$ cat config.mk
export PLATFORM = sky130hd
export DESIGN_NAME = regfile_write_arbiter
export DESIGN_NICKNAME = d
export VERILOG_FILES = /design/src/rtl/regfile_write_arbiter.sv
export SDC_FILE = /design/constraint.sdc
export NUM_CORES = 1
export LEC_CHECK = 0
export ABC_AREA = 1
export CAP_MARGIN = 20
export CORE_MARGIN = 1.5
export CORE_UTILIZATION = 54
export CTS_CLUSTER_SIZE = 12
export DETAILED_ROUTE_END_ITERATION = 8
export PLACE_DENSITY = 0.84
export SLEW_MARGIN = 20
export SYNTH_ARGS = -nofsm -noshare
export SYNTH_HDL_FRONTEND = slang
export SYNTH_SLANG_ARGS = --single-unit
$ cat constraint.sdc
create_clock -name clk_i -period 5.3 [get_ports clk_i]
set_clock_uncertainty 0.1 [all_clocks]
set_input_delay 1.06 -clock clk_i [delete_from_list [all_inputs] [get_ports clk_i]]
set_output_delay 1.06 -clock clk_i [all_outputs]
set_load 0.01 [all_outputs]
$ cat src/rtl/regfile_write_arbiter.sv
// Register-file write-port arbiter: two one-entry writeback buffers, age-aware round-robin,
// one registered decoder-enable pulse per granted write. Optional: RF_WR_XZR_SUPPRESS_EN.
module regfile_write_arbiter #(
  parameter int ADDR_WIDTH = 5,
  parameter int DATA_WIDTH = 64
) (
  input  logic                  clk_i,
  input  logic                  reset_i,
  input  logic                  req0_valid_i,
  output logic                  req0_ready_o,
  input  logic [ADDR_WIDTH-1:0] req0_addr_i,
  input  logic [DATA_WIDTH-1:0] req0_data_i,
  input  logic                  req1_valid_i,
  output logic                  req1_ready_o,
  input  logic [ADDR_WIDTH-1:0] req1_addr_i,
  input  logic [DATA_WIDTH-1:0] req1_data_i,
  output logic [ADDR_WIDTH-1:0] dec_in_o,
  output logic                  dec_enable_o,
  output logic [DATA_WIDTH-1:0] wr_data_o,
  output logic [1:0]            grant_o
);

  logic                  full0_q, full1_q;
  logic [ADDR_WIDTH-1:0] addr0_q, addr1_q;
  logic [DATA_WIDTH-1:0] data0_q, data1_q;
  logic                  age_q;  // 1: buffer 0 was loaded strictly before buffer 1
  logic                  rr_q;   // 1: requester 1 favoured on next different-address contention

  logic gnt0, gnt1, contend_diff;
  logic hs0, hs1, ld0, ld1;

  always_comb begin
    gnt0         = 1'b0;
    gnt1         = 1'b0;
    contend_diff = 1'b0;
    if (full0_q && full1_q) begin
      if (addr0_q == addr1_q) begin
        gnt0 = age_q;
        gnt1 = !age_q;
      end else begin
        contend_diff = 1'b1;
        gnt0         = !rr_q;
        gnt1         = rr_q;
      end
    end else begin
      gnt0 = full0_q;
      gnt1 = full1_q;
    end
  end

  assign req0_ready_o = !full0_q || gnt0;
  assign req1_ready_o = !full1_q || gnt1;
  assign hs0          = req0_valid_i && req0_ready_o;
  assign hs1          = req1_valid_i && req1_ready_o;

`ifdef RF_WR_XZR_SUPPRESS_EN
  // Writes to the zero register are consumed without ever occupying a buffer.
  assign ld0 = hs0 && !(&req0_addr_i);
  assign ld1 = hs1 && !(&req1_addr_i);
`else
  assign ld0 = hs0;
  assign ld1 = hs1;
`endif

  always_ff @(posedge clk_i) begin
    if (reset_i) begin
      full0_q      <= 1'b0;
      full1_q      <= 1'b0;
      addr0_q      <= '0;
      addr1_q      <= '0;
      data0_q      <= '0;
      data1_q      <= '0;
      age_q        <= 1'b0;
      rr_q         <= 1'b0;
      dec_enable_o <= 1'b0;
      dec_in_o     <= '0;
      wr_data_o    <= '0;
      grant_o      <= '0;
    end else begin
      if (gnt0) full0_q <= 1'b0;
      if (gnt1) full1_q <= 1'b0;
      if (ld0) begin
        full0_q <= 1'b1;
        addr0_q <= req0_addr_i;
        data0_q <= req0_data_i;
      end
      if (ld1) begin
        full1_q <= 1'b1;
        addr1_q <= req1_addr_i;
        data1_q <= req1_data_i;
      end
      // A fresh load is always the younger entry; simultaneous loads leave requester 1 older.
      if (ld0 || ld1) age_q <= ld1 && !ld0;
      if (contend_diff) rr_q <= !rr_q;

      dec_enable_o <= gnt0 || gnt1;
      grant_o      <= {gnt1, gnt0};
      if (gnt0) begin
        dec_in_o  <= addr0_q;
        wr_data_o <= data0_q;
      end else if (gnt1) begin
        dec_in_o  <= addr1_q;
        wr_data_o <= data1_q;
      end
    end
  end

endmodule

Yosys cells after proc, flatten, opt, wreduce, memory -nomap -nowiden
Index checks and enable logic that the tools add are counted.
- memories kept: 0
- input bits: 142
- bits in read-only memories: 0
- bits in registers: 214
- bits in writable memories: 0
- bits in latches: 0
- reduce and logical (&&, ||, !) cells: 16
- div/mod/pow operators: 0
- eq/ne operators: 1
- magnitude comparators: 0
- add/subtract/negate cells: 0
- shift-type cells: 0
- muxes and demuxes: 14
- multiply operators: 0
- bitwise operators: 0
- operators by type and width (operator ; number):
    $mux 64 ; 2
    $mux 1 ; 10
    $mux 5 ; 2
    $reduce_bool 2->1 ; 3
    $eq 5x5->1 ; 1
    $logic_not 1->1 ; 5
    $logic_and 1x1->1 ; 4
    $logic_or 1x1->1 ; 4

Depth between registers and ports, before layout
Gate-level depths: netlist of the first run.
- word-level depth: 7
- depth in mapped cells: 14
- gate-level depth less buffers: 12

Worst setup path after synthesis of the first run
No wires, ideal clock.
- path kind: reg2out
- from: reg addr0_q[2]
- to: out req1_ready_o
- data arrival time: 1.058 ns
- slack: 3.082 ns
- cell stages (with the launch flop): 9
- data required time: 4.140 ns
- buffers on the path: 0
- path through: dfxtp_1 -> inv_1 -> nand2_1 -> nand2_1 -> nor2_2 -> nand3_1 -> nand3_2 -> nand2_1 -> inv_2
- cells in the longest elaborated chain, start to end: 4
- RTL lines (item ; line ; RTL):
    start: declaration ; 24 ; logic [ADDR_WIDTH-1:0] addr0_q, addr1_q;
    start signal: assignment ; 84 ; addr0_q <= req0_addr_i;
    $eq 5x5->1 ; 37 ; if (addr0_q == addr1_q) begin
    $mux 1 ; 37 ;
    $mux 1 ; 36 ; if (full0_q && full1_q) begin
    $logic_or 1x1->1 ; 52 ; assign req1_ready_o = !full1_q || gnt1;
    end: declaration ; 14 ; output logic req1_ready_o,
Every way passes these cells.

Final worst setup path of the first run
- from: reg addr0_q[1]
- to: out req1_ready_o
The elaborated chain is that of the path after synthesis.

==> results of run 1 <==
## cells by family after synthesis
group / synth area share
buffers and inverters: 0.132
DFF: 0.454
and+or+nand+nor: 0.374
xor gates and xnor gates: 0.000927
AOI/OAI and AO/OA: 0.0395
## worst reg2reg max path, delay by kind of cell, from the launching register on
| kind | cells | cell delay, ns |
|---|---|---|
| AND/OR/NAND/NOR | 9 | 2.12 |
| buffers and inverters | 3 | 0.77 |
| flip-flops | 1 | 0.38 |
## registers in the layout (all words and copies together), names as in the netlist
name / count
data0_q: 64
data1_q: 64
wr_data_o: 64
addr0_q: 5
addr1_q: 5
dec_in_o: 5
grant_o: 2
age_q: 1
dec_enable_o: 1
full0_q: 1
full1_q: 1
rr_q: 1
## final cells by class
cell class,count,area share
Clock buffer,33,0.0532
Sequential cell,214,0.349
Clock inverter,4,0.00163
Tap cell,225,0.0229
Inverter,220,0.0677
Antenna cell,1,0.000204
Multi-Input combinational cell,937,0.323
Timing Repair Buffer,225,0.182
## routing by layer
metal	global-route usage	wire (um)
met1	0.362	11000
met5	0	0
met2	0.486	12300
met4	0.0866	639
met3	0.0359	1730
## report_power, final
group	leakage, nW	internal (mW)	switching, mW	total (mW)
combinational	4.27	0.259	0.312	0.571
clock	0.335	0.846	0.623	1.47
sequential	1.77	1.72	0.0612	1.78
## through the flow
step / hold slack, ns / setup WS, ns / std cells
global route: 0.409 / 1.56 / 1859
floorplan: 0.333 / 3.08 / 1466
detailed placement: 0.352 / 1.90 / 1821
global placement: 0.347 / 2.01 / 1821
finish: 0.362 / 1.77 / 1859
CTS: 0.361 / 1.78 / 1858
## layout by cell type, fill, tap and decap left out, drive strengths merged, types with 3 or more instances in the layout
cell	synthesis	final
clkdlybuf4s50	0	215
clkbuf	69	33
clkinv	0	4
o21ai	70	70
a21oi	3	3
nor2	284	284
dfxtp	214	214
buf	26	10
inv	220	220
nand4	71	71
nand3	73	73
nand2	434	434
## worst paths after layout
| check | slack [ns] | end | from | cells after the start |
|---|---|---|---|---|
| max | 1.77 | req1_ready_o | addr0_q[1] | 9 |
| min | 0.36 | rr_q | rr_q | 2 |
| min reg2reg | 0.36 | rr_q | rr_q | 2 |
| max reg2reg | 1.84 | wr_data_o[16] | addr0_q[1] | 12 |
==> results.md, run 1 <==
* CTS max path bufs at 3
* Worst-margin pin slew at 1.00 ns
* Clock sink count at 214
* Setup violations, final at 0
* Max Cap Violations at 0
* WP buf/inv at 3
* Hold Violations, Final at 0
* Root buffer cell: clkbuf_16
* Register area share after synthesis at 0.454
* Crit path largest cell delay at 0.60 ns
* CTS Buf Count at 23
* Setup crit start kind: flip-flop
* CP delay by family, top: buffers and inverters
* Util after Layout at 0.715
* Drt first-iter violations at 603
* Core area at between 15000 and 20000 um^2
* Post-synth top flop: dfxtp_1
* Leakage Power at roughly 6.4 nW
* Pwr Total at 3.82 mW
* Top post-synthesis cells by count: nand2_1, nor2_1, dfxtp_1, inv_1, nand3_1
* P per Cell Area at between 300 and 400 nW/um^2
* Multi-input logic area at 3970 um^2
* Post-CTS Hold Fix Bufs at 0
* Synth unique cells at 20
* Top-count cell post-synth: nand2_1
* Die Footprint at 18300 um^2
* Status: finished clean
* Post-synth EDFFs at 0
* Final period util at 0.666
* Clock-pin slew on the worst setup and hold paths at 0.06 ns
* Die width at 135 um
* # fillers at 1436
* WP data required at 4.14 ns
* Clock latency on the worst-skew pair at approximately 0.50 ns
* I/O Buffers at 215
* Max_slew headroom at 0.330
* Largest net degree at the start of global routing at ~140
* IO Count at roughly 220
* Area Growth Syn to Fin at 30.0%
* Synth area leader: dfxtp_1
* Pins Over Slew Limit at 0
* YS warnings at 0
* Crit path kind: reg -> out
* Htree depth at 1
* Synth area leaders: dfxtp_1, nand2_1, nor2_1
* Cell count after synthesis at around 1500
* RSZ-0062 raised after global routing: no
* Final min period at 3.53 ns
* Crit path cell chain: inv_1, nand2_1, nand2_1, nor2_2, nand3_1, nand3_4, nand2_1, inv_2, clkdlybuf4s50_1
* Area share of the largest cell type after synthesis at 0.454
* Synthesized cell area at 9450 um^2
* WP data arrival at ~2.4 ns
* Post-route cell area at 12300 um^2
* Crit path top cell by count: nand2_1
* Die height at 135 um
* Total nets after synthesis at around 1600
* Setup crit end kind: primary output
* First-pass GRT wire length at 41900 um
* Maximum VDD drop at 0.000235 V
* PostCTS Resize Cnt at 0
* Fraction of registers with async set/reset at 0
* Setup TNS at 0 ns
* CTS tree: done
* Layout cell share with drive strength beyond 1 at 0.0361
* DP HPWL at 14700 um
* Register cell area after layout at 4290 um^2
* Tightest Hold Check Type: reg -> reg
* All-Layer GR Usage at 0.280
* Nets at roughly 1800
* Syn avg cell area at 6.44 um^2
* DR vias at 9322
* Drt wl/cell at 13.8 um
* Placed inst area at around 12000 um^2
* DRC Markers at 0
* DR vias/cell at between 5 and 6
* Initial Utilization at 0.550
* Placer Congestion at 0.806
* Num rows at between 40 and 50
* Initial antenna violation count at 1
* Post-route ant nets at 0
* GRT Residual Overflow at 0
* CP max FO at 4
* Slowest-stage cell, CP: clkdlybuf4s50_1
* Pre-Repair DR Iteration Count at 5
* Vias in the first global route at 8705
* Total Wirelength at 25700 um
* Post-CTS Setup Repair Bufs at 0
* Fmax at about 280 MHz
* Yosys reg bits at 214
(Power assumes the default switching activity.)
==> run 2: changes to the inputs <==
--- a/config.mk
+++ b/config.mk
@@ -8,10 +8,10 @@
 export ABC_AREA = 1
 export CAP_MARGIN = 20
 export CORE_MARGIN = 1.5
-export CORE_UTILIZATION = 54
+export CORE_UTILIZATION = 50
 export CTS_CLUSTER_SIZE = 12
 export DETAILED_ROUTE_END_ITERATION = 8
-export PLACE_DENSITY = 0.84
+export PLACE_DENSITY = 0.79
 export SLEW_MARGIN = 20
 export SYNTH_ARGS = -nofsm -noshare
 export SYNTH_HDL_FRONTEND = slang
==> constraint.sdc (replaced) <==
create_clock -name clk_i -period 3.3 [get_ports clk_i]
set_clock_uncertainty 0.1 [all_clocks]
set_input_delay 0.66 -clock clk_i [delete_from_list [all_inputs] [get_ports clk_i]]
set_output_delay 0.66 -clock clk_i [all_outputs]
set_load 0.01 [all_outputs]
==> run 2 against run 1 <==
  * Clock power increased by 63%
  * Global-route usage decreased by 2.0 points
  * Core utilization decreased by 4.9 points
  * Critical path type unchanged
  * Largest cell class unchanged
  * Cell count increased by 0.97%
==> results.md, run 2 (synthesis results as in run 1) <==
* DR vias at 9202 (-1.3%)
* Met3 routed WL at 1630 um (-6.0%)
* Max_slew headroom at 0.427 (+0.0964)
* Status: finished clean
* DRC Markers at 0 (unchanged)
* Fmax at roughly 320 MHz
* Drt wl/cell at 13.8 um (about the same)
* Maximum VDD drop at 0.000332 V (+41%)
* Die height at 140 um (+3.8%)
* Post-CTS Hold Fix Bufs at 0 (unchanged)
* Post-route cell area at 12400 um^2 (+1.0%)
* Setup crit end kind: primary output
* IO Count at 216 (unchanged)
* Area Growth Syn to Fin at 31.3%
* Layout cell share with drive strength beyond 1 at 0.0432 (+0.00708)
* Final min period at between 3 and 4 ns
* Met2 WL post-DR at 12100 um (-1.5%)
* Setup crit start kind: flip-flop
* M1 WL at 11500 um (+4.6%)
* Total Wirelength at 25900 um (+0.97%)
* CP max FO at 4 (unchanged)
* Crit path kind: reg -> out
* GRT Residual Overflow at 0 (unchanged)
* Commonest non-fill, non-tap cell in the layout: nand2_1
* Leakage Power at 6.44 nW (+1.1%)
* DP HPWL at 15700 um (+7.3%)
* Placed inst area at 11700 um^2 (+1.1%)
* Die width at 140 um (+3.8%)
* RSZ-0062 raised after global routing: no
* All-Layer GR Usage at 0.260 (-0.0200)
* WP data required at 2.54 ns (-1.60 ns)
* Worst-margin pin slew at 0.860 ns (-0.145 ns)
* Core area at 18600 um^2 (+8.5%)
* Pre-Repair DR Iteration Count at 5 (unchanged)
* Tightest Hold Check Type: reg -> reg
* Post-route ant nets at 0 (unchanged)
* Max Cap Violations at 0 (unchanged)
* P per Cell Area at 498 nW/um^2 (+60%)
* Post-CTS Setup Repair Bufs at 0 (unchanged)
* DR vias/cell at 4.90 (-2.2%)
* Clock-pin slew on the worst setup and hold paths at 0.06 ns (about the same)
* Commonest cells after routing, fill and taps aside: nand2_1, nor2_1, clkdlybuf4s50_1
* I/O Buffers at 215 (unchanged)
* Setup TNS at 0 ns (unchanged)
* Root buffer cell: clkbuf_16
* Clock latency on the worst-skew pair at 0.50 ns (about the same)
* Pins Over Slew Limit at 0 (unchanged)
* Vias in the first global route at 8667 (-0.44%)
* First-pass GRT wire length at 42200 um (+0.74%)
* Number of diodes at 0 (-1)
* Num rows at 50 (+4.2%)
* Final period util at 0.945
* Die Footprint at 19700 um^2 (+7.8%)
* DR top layer: met4
* CTS max path bufs at 3 (unchanged)
* Initial Utilization at 0.507 (-0.0433)
* Placer Congestion at 0.798 (-0.94%)
* Setup violations, final at 0 (unchanged)
* Clock sink count at 214 (unchanged)
* Util after Layout at 0.665 (-0.0494)
* Nets at 1773 (+0.57%)
* PostCTS Resize Cnt at 0 (unchanged)
* Drt first-iter violations at 474 (-21%)
* Pwr Total at 6.18 mW (+62%)
* WP data arrival at 2.36 ns (about the same)
* Initial antenna violation count at 0 (-1)
* Htree depth at 1 (unchanged)
* Largest regs: data0_q (64), data1_q (64), wr_data_o (64)
* CTS Buf Count at 23 (unchanged)
* Hold Violations, Final at 0 (unchanged)
* CTS tree: done
* Largest net degree at the start of global routing at 72 (-47%)
[run 2: path summary, 6_finish.rpt]
check,start,slack (ns),endpoint,depth (start not counted)
hold / removal,rr_q,0.37,rr_q,2
setup / recovery,addr0_q[1],0.18,req1_ready_o,9
setup reg to reg,full1_q,0.67,wr_data_o[13],8
hold reg to reg,rr_q,0.37,rr_q,2
[run 2: cell type report]
cell class,instances,area (um^2)
clock buffer,32,659
clock inverter,5,28.8
fill,1652,6240
inverter,220,831
multi-input combinational,937,3960
sequential,214,4290
tap,234,293
timing repair buffer,235,2350
[run 2: through the flow]
step / instances / setup WS, ns / hold WS, ns
after global placement: 1840 / 0.753 / 0.349
after global routing: 1877 / 0.0197 / 0.399
after detailed placement: 1840 / 0.694 / 0.358
after CTS: 1877 / 0.155 / 0.366
final: 1877 / 0.180 / 0.370
after floorplan: 1466 / 1.48 / 0.333
[run 2: layer usage]
layer  vias to the layer above  GRT usage
li1                       4741          -
met1                      4111      0.341
met2                       306      0.441
met3                        44     0.0356
met4                         0     0.0861
met5                         -          0
[run 2: report_power, final]
group	switching, mW	leakage, nW	internal (mW)	total (mW)
clock	1.01	0.344	1.38	2.39
combinational	0.502	4.33	0.429	0.931
sequential	0.0995	1.77	2.77	2.87
[run 2: worst max-delay path, cell delays in order, from the launching register on]
cell	delay, ns
dfxtp_1	0.38
inv_1	0.06
nand2_1	0.05
nand2_1	0.06
nor2_2	0.21
nand3_1	0.20
nand3_4	0.13
nand2_1	0.09
inv_2	0.08
clkdlybuf4s50_1	0.60
==> run 3: changes to the inputs <==
--- a/config.mk
+++ b/config.mk
@@ -7,7 +7,7 @@
 export LEC_CHECK = 0
 export ABC_AREA = 1
 export CAP_MARGIN = 20
-export CORE_MARGIN = 1.5
+export CORE_MARGIN = 2
 export CORE_UTILIZATION = 50
 export CTS_CLUSTER_SIZE = 12
 export DETAILED_ROUTE_END_ITERATION = 8
==> run 3 against run 2 <==
  * Count of clock-buffer cells in the layout rose by 5
  * Clock power grew 7%
  * Critical path depth stayed put
  * Critical endpoint unchanged
==> results.md, run 3 (synthesis results as in run 1) <==
* Status: finished clean
* Pins Over Slew Limit at 0 (unchanged)
* Vias in the first global route at 8875 (+2.4%)
* Pre-CTS setup slack at 0.360 ns (-0.333 ns)
* CTS max path bufs at 3 (unchanged)
* Setup crit start kind: flip-flop
* Largest net degree at the start of global routing at 72 (unchanged)
* Die height at 141 um (+0.71%)
* IO Count at 216 (unchanged)
* Leakage Power at 6.45 nW (+0.18%)
* Fin worst setup slack at 0.189 ns (+0.00904 ns)
* Initial Utilization at 0.507 (unchanged)
* DRC Markers at 0 (unchanged)
* Core area at 18600 um^2 (unchanged)
* R2R setup slack at 0.40 ns (-0.27 ns)
* Met2 WL post-DR at 12800 um (+5.5%)
* Hold Path Depth at 2 (unchanged)
* Nets at 1772 (-0.056%)
* Post-route ant nets at 0 (unchanged)
* Post-CTS Hold Fix Bufs at 0 (unchanged)
* Die Footprint at 20000 um^2 (+1.4%)
* Commonest cells after routing, fill and taps aside: nand2_1, nor2_1, clkdlybuf4s50_1
* Post-route cell area at 12500 um^2 (+0.44%)
* GRT Residual Overflow at 0 (unchanged)
* DR vias/cell at 4.99 (+1.8%)
* Met3 routed WL at 1920 um (+18%)
* Fin Hold WS at 0.362 ns (-0.00751 ns)
* DR vias at 9372 (+1.8%)
* Htree depth at 1 (unchanged)
* Drt wl/cell at 14.2 um (+2.6%)
* RSZ-0062 raised after global routing: no
* Cells after DPL at 1835 (-0.27%)
* Setup crit end kind: primary output
* Num rows at 50 (unchanged)
* Final period util at 0.943 (-0.00274)
* Clock-pin slew on the worst setup and hold paths at 0.06 ns (about the same)
* Setup TNS at 0 ns (unchanged)
* Tightest Hold Check Type: reg -> reg
* Placed inst area at 11700 um^2 (-0.43%)
* CP max FO at 10 (+6)
* Placer Congestion at 0.798 (about the same)
* I/O Buffers at 215 (unchanged)
* Layout cell share with drive strength beyond 1 at 0.0438 (+0.000582)
* Pre-Repair DR Iteration Count at 5 (unchanged)
* Max Cap Violations at 0 (unchanged)
* Util after Layout at 0.668 (+0.00295)
* Total Wirelength at 26600 um (+2.6%)
* # fillers at 1651 (-0.061%)
* R2r endpoint: data0_q[25]
* Commonest non-fill, non-tap cell in the layout: nand2_1
* M1 WL at 11100 um (-3.0%)
* CTS tree: done
* Pwr Total at 6.35 mW (+2.6%)
* Worst setup startpoint: addr1_q[2]
* Number of diodes at 0 (unchanged)
* Initial antenna violation count at 0 (unchanged)
* Max_slew headroom at 0.418 (-0.00873)
* Hold Violations, Final at 0 (unchanged)
* Root buffer cell: clkbuf_16
* DP HPWL at 15800 um (+0.70%)
* WP data arrival at 2.35 ns (about the same)
* WP data required at 2.54 ns (about the same)
* All-Layer GR Usage at 0.262 (+0.00209)
* Setup violations, final at 0 (unchanged)
* CTS Buf Count at 23 (unchanged)
* Maximum VDD drop at 0.000374 V (+13%)
* Crit path kind: reg -> out
* CP endpoint: req1_ready_o
* RR Startpoint: addr1_q[2]
* P per Cell Area at 509 nW/um^2 (+2.2%)
* Clock sink count at 214 (unchanged)
* Worst Hold Launch: rr_q
* DR top layer: met4
* Fmax at 321 MHz (+0.29%)
* Clock latency on the worst-skew pair at 0.50 ns (about the same)
* Final min period at 3.11 ns (-0.00904 ns)
* Worst-margin pin slew at 0.873 ns (+0.0131 ns)
* Post-Layout Cell Count at 1878 (+0.053%)
* Area Growth Syn to Fin at 31.9%
* Largest regs: data0_q (64), data1_q (64), wr_data_o (64)
* Drt first-iter violations at 610 (+29%)
* Die width at 141 um (+0.71%)
* First-pass GRT wire length at 43000 um (+2.0%)
* R2R cell count at 12 (+4)
## run 3: how the worst min path moves through the flow
stage | end | slack (ns)
floorplan | rr_q | 0.33
global placement | rr_q | 0.35
detailed placement | rr_q | 0.36
CTS | rr_q | 0.36
global route | rr_q | 0.38
finish | rr_q | 0.36
## run 3: repair_timing
action,in CTS,in global routing
gates resized for setup,1,1
buffers inserted,0,3
endpoints found under the setup margin,1,1
pin swaps,1,1
cloned,1,0
## run 3: critical path, cell delays in order, from the launching register on
cell and delay, ns:
dfxtp_1 0.34, inv_1 0.07, nand2_1 0.06, nand2_1 0.06, nor2_2 0.20, nand3_2 0.18, nand3_4 0.17, nand2_1 0.13
inv_2 0.10, clkdlybuf4s50_1 0.55
## run 3: area by class of cell
type	instances	area (um^2)	area share
clock buffers	37	708	0.0568
clock inverters	2	38.8	0.00311
inverters	220	832	0.0668
multi-input cells	938	3980	0.319
flip-flops and latches	214	4290	0.344
well taps	234	293	0.0235
repair buffers	233	2320	0.187
## run 3: per-layer routing
metal / vias to the layer above / track usage
met5: - / 0
met4: 0 / 0.0863
met3: 48 / 0.0348
met2: 363 / 0.455
met1: 4221 / 0.337
li1: 4740 / -
## run 3: report_power, final
| part | switching [mW] | internal [mW] | total (mW) |
|---|---|---|---|
| Combinational | 0.503 | 0.426 | 0.929 |
| Clock | 1.01 | 1.54 | 2.55 |
| Sequential | 0.104 | 2.77 | 2.87 |
